===== src/rtl/result_collector.sv =====
// Result collector: captures 256-bit engine result columns into a small FIFO and
// streams them out as 32-bit words. Optional running XOR checksum: RESULT_COLLECTOR_CHECKSUM_EN.
module result_collector #(
    parameter int NUM_COLS   = 32,
    parameter int COL_W      = 256,
    parameter int WORD_W     = 32,
    parameter int FIFO_DEPTH = 4
) (
    input  logic              CLK,
    input  logic              RESET,
    input  logic              clear,
    input  logic              AnsValid,
    input  logic [4:0]        ResultAddress,
    input  logic [COL_W-1:0]  FinalDataOut,
    output logic              out_valid,
    input  logic              out_ready,
    output logic [WORD_W-1:0] out_data,
    output logic [4:0]        out_col,
    output logic [2:0]        out_word,
    output logic              out_last,
    output logic              done,
    output logic              addr_err,
    output logic              ovf_err,
    output logic [WORD_W-1:0] checksum
);

    localparam int WPC = COL_W / WORD_W;
    localparam int PW  = $clog2(FIFO_DEPTH);
    localparam int CW  = $clog2(NUM_COLS + 1);

    typedef enum logic [1:0] {
        IDLE = 2'd0,
        SEND = 2'd1,
        DONE = 2'd2
    } state_t;

    state_t state;
    state_t state_next;

    logic [COL_W-1:0] fifo_data [FIFO_DEPTH];
    logic [4:0]       fifo_tag  [FIFO_DEPTH];
    logic [PW:0]      wr_ptr;
    logic [PW:0]      rd_ptr;
    logic             fifo_empty;
    logic             fifo_full;

    logic             ans_q;
    logic             cap;
    logic             wr_en;
    logic             pop;
    logic             advance;
    logic             xfer;
    logic [CW-1:0]    exp_col;
    logic [CW-1:0]    sent_cols;
    logic [COL_W-1:0] shift;
    logic [4:0]       col_tag;
    logic [2:0]       word_idx;
    logic             last_word;

    // Extra pointer bit distinguishes full from empty when the indices match.
    assign fifo_empty = (wr_ptr == rd_ptr);
    assign fifo_full  = (wr_ptr[PW] != rd_ptr[PW]) && (wr_ptr[PW-1:0] == rd_ptr[PW-1:0]);

    assign cap       = AnsValid & ~ans_q;
    assign out_valid = (state == SEND);
    assign xfer      = out_valid & out_ready;
    assign last_word = (word_idx == 3'(WPC - 1));

    // A same-cycle pop frees a slot, so a full FIFO can still take the new column.
    assign wr_en = cap && (exp_col != CW'(NUM_COLS)) && (state != DONE) && (!fifo_full || pop);

    always_ff @(posedge CLK or negedge RESET) begin
        if (!RESET) begin
            state <= IDLE;
        end else if (clear) begin
            state <= IDLE;
        end else begin
            state <= state_next;
        end
    end

    always_comb begin
        state_next = state;
        pop        = 1'b0;
        advance    = 1'b0;
        unique case (state)
            IDLE: begin
                if (!fifo_empty) begin
                    pop        = 1'b1;
                    state_next = SEND;
                end
            end
            SEND: begin
                if (xfer) begin
                    if (!last_word) begin
                        advance = 1'b1;
                    end else if (sent_cols == CW'(NUM_COLS - 1)) begin
                        state_next = DONE;
                    end else if (!fifo_empty) begin
                        pop = 1'b1;
                    end else begin
                        state_next = IDLE;
                    end
                end
            end
            DONE: begin
                state_next = DONE;
            end
            default: begin
                state_next = IDLE;
            end
        endcase
    end

    always_ff @(posedge CLK) begin
        if (wr_en) begin
            fifo_data[wr_ptr[PW-1:0]] <= FinalDataOut;
            fifo_tag[wr_ptr[PW-1:0]]  <= ResultAddress;
        end
    end

    always_ff @(posedge CLK or negedge RESET) begin
        if (!RESET) begin
            wr_ptr    <= '0;
            rd_ptr    <= '0;
            ans_q     <= 1'b0;
            exp_col   <= '0;
            sent_cols <= '0;
            addr_err  <= 1'b0;
            ovf_err   <= 1'b0;
            shift     <= '0;
            col_tag   <= '0;
            word_idx  <= '0;
        end else if (clear) begin
            wr_ptr    <= '0;
            rd_ptr    <= '0;
            ans_q     <= 1'b0;
            exp_col   <= '0;
            sent_cols <= '0;
            addr_err  <= 1'b0;
            ovf_err   <= 1'b0;
            shift     <= '0;
            col_tag   <= '0;
            word_idx  <= '0;
        end else begin
            ans_q <= AnsValid;
            if (wr_en) begin
                wr_ptr <= wr_ptr + 1'b1;
            end
            if (cap) begin
                if (exp_col != CW'(NUM_COLS)) begin
                    exp_col <= exp_col + 1'b1;
                end
                if (CW'(ResultAddress) != exp_col) begin
                    addr_err <= 1'b1;
                end
                if (!wr_en) begin
                    ovf_err <= 1'b1;
                end
            end
            // The column being serialised lives in the shift register, not the FIFO.
            if (pop) begin
                rd_ptr   <= rd_ptr + 1'b1;
                shift    <= fifo_data[rd_ptr[PW-1:0]];
                col_tag  <= fifo_tag[rd_ptr[PW-1:0]];
                word_idx <= '0;
            end else if (advance) begin
                shift    <= shift << WORD_W;
                word_idx <= word_idx + 1'b1;
            end
            if (xfer && last_word) begin
                sent_cols <= sent_cols + 1'b1;
            end
        end
    end

    assign out_data = out_valid ? shift[COL_W-1 -: WORD_W] : '0;
    assign out_col  = out_valid ? col_tag : '0;
    assign out_word = out_valid ? word_idx : '0;
    assign out_last = out_valid && last_word && (sent_cols == CW'(NUM_COLS - 1));
    assign done     = (state == DONE);

`ifdef RESULT_COLLECTOR_CHECKSUM_EN
    logic [WORD_W-1:0] csum;

    always_ff @(posedge CLK or negedge RESET) begin
        if (!RESET) begin
            csum <= '0;
        end else if (clear) begin
            csum <= '0;
        end else if (xfer) begin
            csum <= csum ^ out_data;
        end
    end

    assign checksum = csum;
`else
    assign checksum = '0;
`endif

endmodule

===== config.mk =====
export PLATFORM = sky130hd
export DESIGN_NAME = result_collector
export DESIGN_NICKNAME = d
export VERILOG_FILES = /design/src/rtl/result_collector.sv
export SDC_FILE = /design/constraint.sdc
export NUM_CORES = 1
export LEC_CHECK = 0
export BUFFER_PORTS_ARGS = -buffer_cell sky130_fd_sc_hd__buf_2
export CORE_UTILIZATION = 40
export CTS_CLUSTER_DIAMETER = 30
export CTS_CLUSTER_SIZE = 10
export DETAILED_ROUTE_END_ITERATION = 16
export SLEW_MARGIN = 40
export SYNTH_ARGS = -nofsm -noshare
export SYNTH_HDL_FRONTEND = slang
export SYNTH_SLANG_ARGS = --single-unit

===== constraint.sdc =====
create_clock -name CLK -period 26.6 [get_ports CLK]
set_clock_uncertainty 0.2 [all_clocks]
set_input_delay 1.33 -clock CLK [delete_from_list [all_inputs] [get_ports CLK]]
set_output_delay 1.33 -clock CLK [all_outputs]
set_load 0.02 [all_outputs]

==> metrics.txt <==
Clk pin slew, worst setup/hold paths=~0.050 ns; final critical-path share of the clock period=between 20% and 30%; power density over the cells=about 120 nW/um^2; crit start category=flip-flop; Detail Placement HPWL=just over 80000 um; Worst Path Arrival=6.20 ns; run status=completed; CTS root buffer=clkbuf_16; # placed instances=roughly 4900; drt wl/cell=between 20 and 25 um; Final setup viols=0; Iter 0 DRT Violations=approximately 2300; Post-synth ARST share=a little over a fifth; gr usage total=approximately a fifth; Post-Syn Area=53200 um^2; final instance area=~67000 um^2; PnR worst setup slack=between 20 and 25 ns; DP Worst Slack=approximately 20 ns; Seq/Total Area, Yosys=72.5%; DP Area=~56000 um^2; CTS tree=yes; number of port buffers=310; Std-Cell Rows=133; Yosys reg bits=~1300; vias in the first global route=around 30000; share of layout cells above drive strength 1=between 30 and 40%; Initial Util=just over 40%; largest net degree at the start of global routing=approximately 170; Worst Hold Class=primary input to async pin; area growth from synthesis to layout=25.7%; nets@finish=between 3000 and 4000; Post-Syn Instances=~3000; initial antenna violation count=between 90 and 100; Final Hold Fails=0; fillcell total=10700; DRC violations left=0; IO Pins=approximately 340; drt total wl=approximately 140000 um; Remaining Overflow, GRT=0; Yosys cell types=39; Worst Tran Pin Value=approximately 0.89 ns; Routed Antenna Nets=0; Die H=367 um; Post-synth EDFFs=~1000; Lkg Pwr=approximately 23 nW; Avg Cell Area, Syn=roughly 18 um^2; Synth Flop Type=edfxtp_1; first-pass GRT wire length=roughly 200000 um; unrepaired setup endpoints after global routing=false; H-Tree Level Count=5; Worst Path Required=~27 ns; core region area=132000 um^2; Pins Over Slew Limit=0; clk_lat worst skew=slightly below 0.9 ns; # hold bufs at CTS=0; maximum VDD drop=between 0.00007 and 0.00008 V; TritonCTS sink count=~1300; crit path kind=flip-flop to flip-flop; Ys Warns=0; CTS Buffer Depth=4; Die Wd=367 um; cts repair resizes=0; Post-CTS Setup Bufs=0; Final Non-Filler Cells=approximately 5500; Crit Path Max Fanout=approximately 80; Max Cap Violations=0; Slew headroom=between 40 and 50%; via/cell ratio=5.34; CTS Buf Count=306; Fmax=~0.18 GHz; die area=134000 um^2; vias=29100; Worst setup EP type=flip-flop; DRT Pass-1 Iters=5; GP Congestion=0.766; Period minus WS final=roughly 5.7 ns; setup TNS=0 ns
## cells in the mapped netlist (7+ instances only)
cell | count | share of area, %
edfxtp_1 | 1044 | 59
nand2_1 | 497 | 3.5
dfrtp_1 | 287 | 14
mux4_2 | 261 | 11
nor2_1 | 244 | 1.7
a311oi_2 | 224 | 6.3
clkbuf_1 | 124 | 0.88
buf_2 | 48 | 0.45
a21oi_1 | 45 | 0.42
and2_1 | 44 | 0.52
buf_4 | 33 | 0.47
nand3_1 | 33 | 0.31
buf_6 | 30 | 0.64
xnor2_1 | 13 | 0.21
ha_1 | 10 | 0.24
inv_1 | 7 | 0.049
xor2_1 | 7 | 0.12
## path summary, 6_finish.rpt
path | startpoint | to | slack (ns) | cells after the start
max | rd_ptr[0] | shift[230] | 20.93 | 9
min | RESET | shift[20] | 0.14 | 1
max reg2reg | rd_ptr[0] | shift[230] | 20.93 | 9
min reg2reg | addr_err | addr_err | 0.31 | 2
max in group asynchronous | RESET | rd_ptr[0] | 23.72 | 4
min in group CLK | addr_err | addr_err | 0.31 | 2
## metal layers
layer	routed length, um	vias up	part of all wire (%)	GRT usage [%]
met5	519	-	0.38	0
met4	3570	78	2.6	6.22
met3	11300	360	8.3	7.09
met2	67400	974	50	33.2
met1	53300	15100	39	25.4
li1	-	12700	-	-
## power breakdown
part | total, W | switching [W] | internal (W) | leakage [nW]
logic | 0.00147 | 0.000855 | 0.000612 | 5.03
registers | 0.00265 | 0.000154 | 0.00249 | 13.4
clock network | 0.00373 | 0.00113 | 0.00260 | 4.96
total | 0.00784 | 0.00214 | 0.00570 | 23.4
## sequential cells by signal, indices dropped and copies added, names as in the netlist, 2 cells and up
signal / flops
fifo_tag: 20
word_idx: 3
sent_cols: 6
state: 2
wr_ptr: 3
col_tag: 5
rd_ptr: 3
shift: 256
fifo_data: 1024
exp_col: 6
## worst max-delay path: stages, from the launching register on
cell and delay, ns:
dfrtp_4 0.91, xor2_1 0.21, nor3b_1 0.54, or3_4 0.41
buf_6 0.61, buf_6 0.67, buf_4 0.76, buf_4 0.66
nor2_1 0.13, a311oi_2 0.28
## layout make-up
cell class                      count  area, um^2  area share (%)
Inverter                            7        26.3          0.0393
Sequential cell                  1331       38500            57.7
Clock buffer                      365        8120            12.2
Antenna cell                       11        27.5          0.0412
Timing Repair Buffer              363        2260            3.39
Clock inverter                    176        2200            3.29
Tap cell                         1755        2200            3.29
Multi-Input combinational cell   1450       13400            20.1
## stage by stage
stage	total power (W)	utilization [%]	hold slack [ns]
final	0.00784	50.8	0.139
after floorplan	0.00381	-	0.296
after CTS	0.00791	50.6	0.103
after detailed placement	0.00415	42.8	0.314
after global placement	0.00413	42.7	0.300
after global routing	0.00815	50.7	0.120
## layout by cell type, fill, tap and decap left out, types with 3 or more instances in the layout
master	n
mux2i_1	5
xor2_1	7
clkinv_4	16
clkinv_1	29
inv_6	18
inv_1	7
clkbuf_8	7
nor2b_1	3
conb_1	32
dfrtp_1	285
diode_2	11
buf_16	3
bufinv_16	45
a21oi_1	45
nor2_1	243
nand4_1	4
edfxtp_1	1044
buf_6	29
buf_12	10
buf_2	308
clkbuf_1	44
mux4_2	261
clkinvlp_4	30
nand2b_1	3
clkinv_2	37
clkbuf_16	314
ha_1	10
buf_4	11
a311oi_2	224
nand2_1	497
and2_4	4
nor3_1	6
nand3_1	33
and2_1	40
xnor2_1	13
## cell families after synthesis
group,count (synthesis),synth area share [%]
multiplexers,266,11.2
adder cells (fa/ha/maj),10,0.235
XOR/XNOR,20,0.330
flip-flops,1331,72.5
other,1,0.00705
AND/OR/NAND/NOR,846,6.41
buffers and inverters,246,2.51
AO/OA/AOI/OAI,276,6.88
(Power assumes the default switching activity.)
